### src/rtl/sramlike_axi_bridge.sv
// SRAM-like inst/data miss ports to a single AXI3 master, one single-beat transaction at a time.
// Optional macro BRIDGE_ARB_RR_EN selects round-robin arbitration instead of fixed data-over-inst priority.
module sramlike_axi_bridge #(
  parameter logic [3:0] ID_INST = 4'd0,
  parameter logic [3:0] ID_DATA = 4'd1
) (
  input  logic        clk,
  input  logic        resetn,
  input  logic        inst_req,
  input  logic [1:0]  inst_size,
  input  logic [31:0] inst_addr,
  output logic [31:0] inst_rdata,
  output logic        inst_addr_ok,
  output logic        inst_data_ok,
  input  logic        data_req,
  input  logic        data_wr,
  input  logic [1:0]  data_size,
  input  logic [31:0] data_addr,
  input  logic [31:0] data_wdata,
  output logic [31:0] data_rdata,
  output logic        data_addr_ok,
  output logic        data_data_ok,
  output logic [3:0]  arid,
  output logic [31:0] araddr,
  output logic [7:0]  arlen,
  output logic [2:0]  arsize,
  output logic [1:0]  arburst,
  output logic [1:0]  arlock,
  output logic [3:0]  arcache,
  output logic [2:0]  arprot,
  output logic        arvalid,
  input  logic        arready,
  input  logic [3:0]  rid,
  input  logic [31:0] rdata,
  input  logic [1:0]  rresp,
  input  logic        rlast,
  input  logic        rvalid,
  output logic        rready,
  output logic [3:0]  awid,
  output logic [31:0] awaddr,
  output logic [7:0]  awlen,
  output logic [2:0]  awsize,
  output logic [1:0]  awburst,
  output logic [1:0]  awlock,
  output logic [3:0]  awcache,
  output logic [2:0]  awprot,
  output logic        awvalid,
  input  logic        awready,
  output logic [3:0]  wid,
  output logic [31:0] wdata,
  output logic [3:0]  wstrb,
  output logic        wlast,
  output logic        wvalid,
  input  logic        wready,
  input  logic [3:0]  bid,
  input  logic [1:0]  bresp,
  input  logic        bvalid,
  output logic        bready
);

  typedef enum logic [2:0] {IDLE, RD_A, RD_D, WR, WR_B, RESP} state_t;

  state_t      state_q, state_d;
  logic        owner_q, owner_d;  // 1 = data port
  logic        wr_q, wr_d;
  logic [1:0]  size_q, size_d;
  logic [31:0] addr_q, addr_d;
  logic [31:0] wdata_q, wdata_d;
  logic [31:0] rdata_q, rdata_d;
  logic        aw_pend_q, aw_pend_d;
  logic        w_pend_q, w_pend_d;

  logic        pri_data;
  logic        grant_data, grant_inst;
  logic [1:0]  size_eff;

  // Response fields are never examined: the slave is assumed to answer OKAY in order.
  logic unused_inputs;
  assign unused_inputs = ^{rid, rresp, rlast, bid, bresp};

`ifdef BRIDGE_ARB_RR_EN
  logic last_grant_q, last_grant_d;  // 1 = data granted last
  assign pri_data = ~last_grant_q;
`else
  assign pri_data = 1'b1;
`endif

  // addr_ok is withheld while reset is asserted so no requester sees a phantom accept.
  always_comb begin
    grant_data = 1'b0;
    grant_inst = 1'b0;
    if (state_q == IDLE && resetn) begin
      grant_data = data_req & (~inst_req | pri_data);
      grant_inst = inst_req & ~grant_data;
    end
  end

  always_comb begin
    state_d   = state_q;
    owner_d   = owner_q;
    wr_d      = wr_q;
    size_d    = size_q;
    addr_d    = addr_q;
    wdata_d   = wdata_q;
    rdata_d   = rdata_q;
    aw_pend_d = aw_pend_q;
    w_pend_d  = w_pend_q;
`ifdef BRIDGE_ARB_RR_EN
    last_grant_d = last_grant_q;
`endif
    case (state_q)
      IDLE: begin
        if (grant_data || grant_inst) begin
          owner_d   = grant_data;
          wr_d      = grant_data & data_wr;
          size_d    = grant_data ? data_size : inst_size;
          addr_d    = grant_data ? data_addr : inst_addr;
          wdata_d   = data_wdata;
          aw_pend_d = 1'b1;
          w_pend_d  = 1'b1;
          state_d   = (grant_data & data_wr) ? WR : RD_A;
`ifdef BRIDGE_ARB_RR_EN
          last_grant_d = grant_data;
`endif
        end
      end
      RD_A: begin
        if (arready) state_d = RD_D;
      end
      RD_D: begin
        if (rvalid) begin
          rdata_d = rdata;
          state_d = RESP;
        end
      end
      WR: begin
        if (awready) aw_pend_d = 1'b0;
        if (wready)  w_pend_d  = 1'b0;
        // Either handshake may have completed in an earlier cycle.
        if ((~aw_pend_q | awready) && (~w_pend_q | wready)) state_d = WR_B;
      end
      WR_B: begin
        if (bvalid) state_d = RESP;
      end
      RESP: begin
        state_d = IDLE;
      end
      default: begin
        state_d = IDLE;
      end
    endcase
  end

  always_ff @(posedge clk) begin
    if (!resetn) begin
      state_q   <= IDLE;
      owner_q   <= 1'b0;
      wr_q      <= 1'b0;
      size_q    <= '0;
      addr_q    <= '0;
      wdata_q   <= '0;
      rdata_q   <= '0;
      aw_pend_q <= 1'b0;
      w_pend_q  <= 1'b0;
`ifdef BRIDGE_ARB_RR_EN
      last_grant_q <= 1'b0;
`endif
    end else begin
      state_q   <= state_d;
      owner_q   <= owner_d;
      wr_q      <= wr_d;
      size_q    <= size_d;
      addr_q    <= addr_d;
      wdata_q   <= wdata_d;
      rdata_q   <= rdata_d;
      aw_pend_q <= aw_pend_d;
      w_pend_q  <= w_pend_d;
`ifdef BRIDGE_ARB_RR_EN
      last_grant_q <= last_grant_d;
`endif
    end
  end

  always_comb begin
    size_eff = (size_q == 2'b11) ? 2'b10 : size_q;
    case (size_eff)
      2'b00:   wstrb = 4'b0001 << addr_q[1:0];
      2'b01:   wstrb = addr_q[1] ? 4'b1100 : 4'b0011;
      default: wstrb = 4'b1111;
    endcase
  end

  assign inst_addr_ok = grant_inst;
  assign data_addr_ok = grant_data;
  assign inst_data_ok = (state_q == RESP) & ~owner_q;
  assign data_data_ok = (state_q == RESP) & owner_q;
  assign inst_rdata   = (state_q == RESP && !owner_q && !wr_q) ? rdata_q : '0;
  assign data_rdata   = (state_q == RESP &&  owner_q && !wr_q) ? rdata_q : '0;

  assign arid    = owner_q ? ID_DATA : ID_INST;
  assign araddr  = addr_q;
  assign arsize  = {1'b0, size_eff};
  assign arvalid = (state_q == RD_A);
  assign rready  = (state_q == RD_D);
  assign arlen   = '0;
  assign arburst = 2'b01;
  assign arlock  = '0;
  assign arcache = '0;
  assign arprot  = '0;

  assign awid    = ID_DATA;
  assign awaddr  = addr_q;
  assign awsize  = {1'b0, size_eff};
  assign awvalid = (state_q == WR) & aw_pend_q;
  assign awlen   = '0;
  assign awburst = 2'b01;
  assign awlock  = '0;
  assign awcache = '0;
  assign awprot  = '0;

  assign wid     = ID_DATA;
  assign wdata   = wdata_q;
  assign wlast   = 1'b1;
  assign wvalid  = (state_q == WR) & w_pend_q;
  assign bready  = (state_q == WR_B);

endmodule
### config.mk
export PLATFORM = sky130hd
export DESIGN_NAME = sramlike_axi_bridge
export DESIGN_NICKNAME = d
export VERILOG_FILES = /design/src/rtl/sramlike_axi_bridge.sv
export SDC_FILE = /design/constraint.sdc
export NUM_CORES = 1
export LEC_CHECK = 0
export CELL_PAD_IN_SITES_DETAIL_PLACEMENT = 1
export CELL_PAD_IN_SITES_GLOBAL_PLACEMENT = 1
export CORE_ASPECT_RATIO = 0.6
export CORE_UTILIZATION = 24
export DETAILED_ROUTE_END_ITERATION = 16
export GPL_TIMING_DRIVEN = 0
export MAX_ROUTING_LAYER = met4
export PLACE_DENSITY = 0.92
export SETUP_SLACK_MARGIN = 0.2
export SLEW_MARGIN = 0
export SYNTH_ARGS = -nofsm -noshare
export SYNTH_HDL_FRONTEND = slang
export SYNTH_SLANG_ARGS = --single-unit
### constraint.sdc
create_clock -name clk -period 2.15 [get_ports clk]
set_input_delay 0.645 -clock clk [delete_from_list [all_inputs] [get_ports clk]]
set_output_delay 0.645 -clock clk [all_outputs]
set_load 0.1 [all_outputs]
[Yosys cells after proc, flatten, opt, wreduce, memory -nomap -nowiden]
Index checks and enable logic that the tools add are counted.
Word-level totals
  flip-flop bits (word level): 105
  bits in latches: 0
  bits in writable memories: 0
  bits in read-only memories: 0
  input bits: 155
  output and inout bits: 230
  logic and storage cells: 75
  memories: 0
Cells by class
  add/subtract/negate cells: 0
  multiply operators: 0
  div/mod/pow operators: 0
  order comparisons: 0
  equal/unequal tests: 14
  shift-type cells: 1
  muxes and demuxes: 22
  bitwise logic cells: 12
  reductions and logical operators: 17
Operator list (number)
  two-way mux 32 bit: 3
  two-way mux 3 bit: 5
  case mux 3 bit (5 select lines): 1
  inequality test 2 bit, second input constant: 5
  case mux 4 bit (2 select lines): 1
  bitwise AND 1 bit: 6
  == test 3 x 2 -> 1 bit, second input constant: 2
  == test 3 bit, second input constant: 2
  logical AND 1 bit: 6
  two-way mux 1 bit: 6
  two-way mux 2 bit: 3
  AND reduction 3 bit: 2
  AND reduction 5 bit: 1
  two-way mux 4 bit: 1
  inequality test 2 x 1 -> 1 bit, second input constant: 2
  NOT 1 bit: 4
  case mux 1 bit (2 select lines): 2
  AND reduction 2 bit: 2
  << shifter 1 x 2 -> 4 bit, first input constant: 1
  == test 3 x 1 -> 1 bit, second input constant: 1
  logical NOT 3 bit: 1
  == test 2 x 1 -> 1 bit, second input constant: 1
  == test 2 bit, second input constant: 1
  logical NOT 1 bit: 2
  other kinds (4): 5

[Logic depth before layout (Yosys ltp)]
  depth after elaboration: 7
  depth in mapped cells: 7
  gate-level depth less buffers: 5

[Least setup slack after synthesis]
OpenSTA, ideal clock, no wires.
  path kind: register to output
  start: register state_q[0]
  end: output port arvalid
  arrival time: 2.693 ns
  required time: 1.505 ns
  slack: -1.188 ns
  cell stages (with the launch flop): 4
  buffers on the path: 1
  cells stage by stage: dfxtp_1 > buf_2 > inv_1 > nor3_1
Between the ends
  cells in the longest elaborated chain, start to end: 1
RTL lines
  start, declared: RTL line 63  | state_t state_q, state_d;
  start signal, assigned: RTL line 169  | state_q <= state_d;
  == test 3 x 1 -> 1 bit: RTL line 203  | assign arvalid = (state_q == RD_A);
  end, declared: RTL line 31  | output logic arvalid,
No other way between the ends.

[Final worst setup path]
  start: register state_q[1]
  end: output port data_rdata[7]
Between the ends
  cells in the longest elaborated chain, start to end: 4
RTL lines
  == test 3 bit: RTL line 198  | assign data_rdata = (state_q == RESP && owner_q && !wr_q) ? rdata_q : '0;
  logical AND 1 bit (2 in series): RTL line 198
  two-way mux 32 bit: RTL line 198
  end, declared: RTL line 20  | output logic [31:0] data_rdata,
No other way between the ends.

==> impl_results.md <==
- Final Max Tran Viols: 0
- Crit path largest cell delay: 320 ps
- Main synth FF type: dfxtp_1
- Crit path setup slack, layout: -406 ps
- Setup_tns: -22,100 ps
- Crit-path slowest cell: dfxtp_2
- Yosys reg bits: 105
- Pin count of the biggest net entering global routing: 17
- Inserted Clock Buffers: 9
- Start-to-end type of the worst setup path: flop to output pin
- Startpoint Class: flop
- Dpl hpwl: 18,900 um
- Chip width: 196 um
- Setup Skew: 7.35 ps
- Layout cell share with drive strength beyond 1: 52.4%
- Placed Area: 0.00953 mm2
- DIE AREA: 0.0233 mm2
- CP Buf/Inv Count: 3
- Average size of a mapped cell: 8.28 um2
- Clock buffer depth: 2
- Hold Fails Final Rpt: 0
- Clk slew on worst S/H paths: 80 ps
- Worst Tran Pin Value: 865 ps
- Worst hold slack: 456 ps
- # rows: 42
- Post-Place Setup Slack: -1270 ps
- DRC viols: 0
- CTS H-Tree Depth: 3
- Clock Tree Root: clkbuf_16
- Chip Height: 119 um
- Initial antenna violation count: 1
- Mapped cell area: 0.00543 mm2
- Drt wl/cell: 19.5 um
- Top cells by count, synth: nand2_1, dfxtp_1, buf_4
- IO Pins: 385
- Top cells by area, synth: dfxtp_1, buf_4, nand2_1
- Seq pwr share: 21.3%
- Status: finished with violations
- Share of the synthesized area in the top cell type: 38.7%
- Final Cell Area: 0.0116 mm2
- Switch Pwr: 7.10 mW
- WL final: 27,100 um
- Vias: 6,046
- P&R area growth vs syn: 114%
- Yosys Warn Count: 0
- Worst slew margin: 42.3%
- CP Cell Sequence: buf_6 > nor2b_4 > and3_4 > and2b_4 > clkbuf_8 > and2_4 > buf_12
- IO buf count: 317
- Hold Crit Class: flop to flop
- First-pass GRT wire length: 37,800 um
- Crit path max-delay family: simple AND/OR/NAND/NOR gates
- P_int: 5.73 mW
- RSZ-0062 raised after global routing: yes
- Worst endpoint required time: 1500 ps
- Core ar.: 0.0221 mm2
- Sequential cell area: 0.00216 mm2
- Final Util: 52.5%
- EDFF count, synth: 0
- Comb power frac: 66.1%
- Max-cap violations: 0
- Clock sink count: 105
- Detailed Routing Iterations Pass 1: 4
- Clk Latency, worst-skew pair: 360 ps
- Sw frac: 55.4%
- Register area share after synthesis: 38.7%
- Failing checks: negative setup slack
- Worst-path fanout max: 7
- Synth Instances: 656
- Clk pwr share: 12.6%
- LEAKAGE: 5.06 nW
- Placed insts: 1,331
- Area of the multi-input gates: 0.00335 mm2
- Layout fillers: 2,453
- Yosys top cell by area: dfxtp_1
- CP Data Arrival Time: 1910 ps
- Crit path time final: 2560 ps
- Vias per inst: 4.34
- Final RePlAce weighted congestion: 0.815
- Period utilisation layout: 119%
- Fmax: 0.391 GHz
- Grt total ovfl: 0
- Initial core utilization: 24.5%
- GRT Util Overall: 22.3%
- Worst Setup End Kind: output pin
- Ys async rst share: 0%
- Max rail drop VDD: 704 uV
- Initial DRC count: 201
- TritonCTS clock tree: yes
- Post-route ant nets: 0
- Pwr dens: 1100 mW/mm2
- Vias in the first global route: 6,548
- Endpoints failing setup: 69
- Total Power: 12.8 mW
- Yosys cell types: 35
- Fin nets: 1,235
- Count leader, synth: nand2_1
- Post-route insts no fill: 1,394
==> power groups by stage <==
stage	clock network (mW)	logic (mW)	registers [mW]
6_report	1.62	8.48	2.73
5_1_grt	1.75	8.76	2.78
4_1_cts	1.67	7.55	2.69
3_5_place_dp	0	7.38	2.72
3_3_place_gp	0	7.27	2.69
2_1_floorplan	0	3.82	4.46
==> metal layers <==
| layer | share of wire [%] | wire length, um | GRT usage [%] | vias up |
|---|---|---|---|---|
| met3 | 5.3 | 1430 | 5.91 | 30 |
| met2 | 50 | 13600 | 38.8 | 187 |
| met4 | 1.8 | 479 | 4.39 | 0 |
| met5 | 0 | 0 | - | - |
| li1 | - | - | - | 2865 |
| met1 | 43 | 11700 | 25.8 | 2964 |
==> path summary, 6_finish.rpt <==
| kind | from | to | slack, ps | depth (start not counted) |
|---|---|---|---|---|
| max | state_q[1]$_SDFFE_PN0P_ | data_rdata[7] | -410 | 7 |
| min | wdata[1]$_SDFFE_PN0P_ | wdata[1]$_SDFFE_PN0P_ | 460 | 2 |
| max reg2reg | state_q[1]$_SDFFE_PN0P_ | araddr[21]$_SDFFE_PN0P_ | 60 | 12 |
| min reg2reg | wdata[1]$_SDFFE_PN0P_ | wdata[1]$_SDFFE_PN0P_ | 460 | 2 |
==> what timing repair did <==
item	in CTS	in global routing
setup endpoints to repair	241	176
buffers inserted	17	20
hold buffers	0	0
gates cloned	2	7
resized for setup	1147	236
endpoints found under the hold margin	0	0
pin swaps	5	35
==> cell usage in the layout (no fill, tap or decap), types with 14 or more instances in the layout <==
cell             instances
a21boi_0                16
a21boi_1                33
a21boi_2                15
a21oi_1                 20
a21oi_2                 15
and2_4                  65
buf_12                  84
buf_2                   48
buf_4                  123
buf_6                   18
clkbuf_1                14
clkbuf_16               17
clkdlybuf4s15_2         25
clkdlybuf4s18_2         21
clkdlybuf4s50_1        139
conb_1                  52
dfxtp_1                 67
dfxtp_2                 33
mux2i_1                 29
nand2_1                111
nand2_4                 18
o21ai_0                 16
==> worst register-to-register path: cells and delay by family (launching register included) <==
family	cells	cell delay, ps
buffers and inverters	8	1070
AOI/OAI and AO/OA	3	400
DFF	1	320
and+or+nand+nor	1	250
==> cells by family (layout without fill, tap and decap cells) <==
kind of cell	after synthesis	count (layout)	synth area share, %
compound gates	150	150	17.7
buf+inv	139	518	16.8
flops	105	105	38.7
mux	35	35	6.45
other cells	2	53	0.138
simple gates	225	225	20.1
==> final cells by class <==
type / count / share of cell area [%]
clock inverters: 4 / 0.226
repair buffers: 363 / 36.2
flip-flops and latches: 105 / 18.6
clock buffers: 12 / 2.12
diodes: 1 / 0.0215
well taps: 308 / 3.32
inverters: 5 / 0.226
plain buffers: 134 / 10.5
multi-input cells: 462 / 28.9
==> state kept, by name, indices dropped and copies added, names as in the netlist <==
signal,count
state_q,3
wr_q,1
aw_pend_q,1
size_q,2
wdata,32
rdata_q,32
owner_q,1
w_pend_q,1
araddr,32
(Power assumes the default switching activity.)
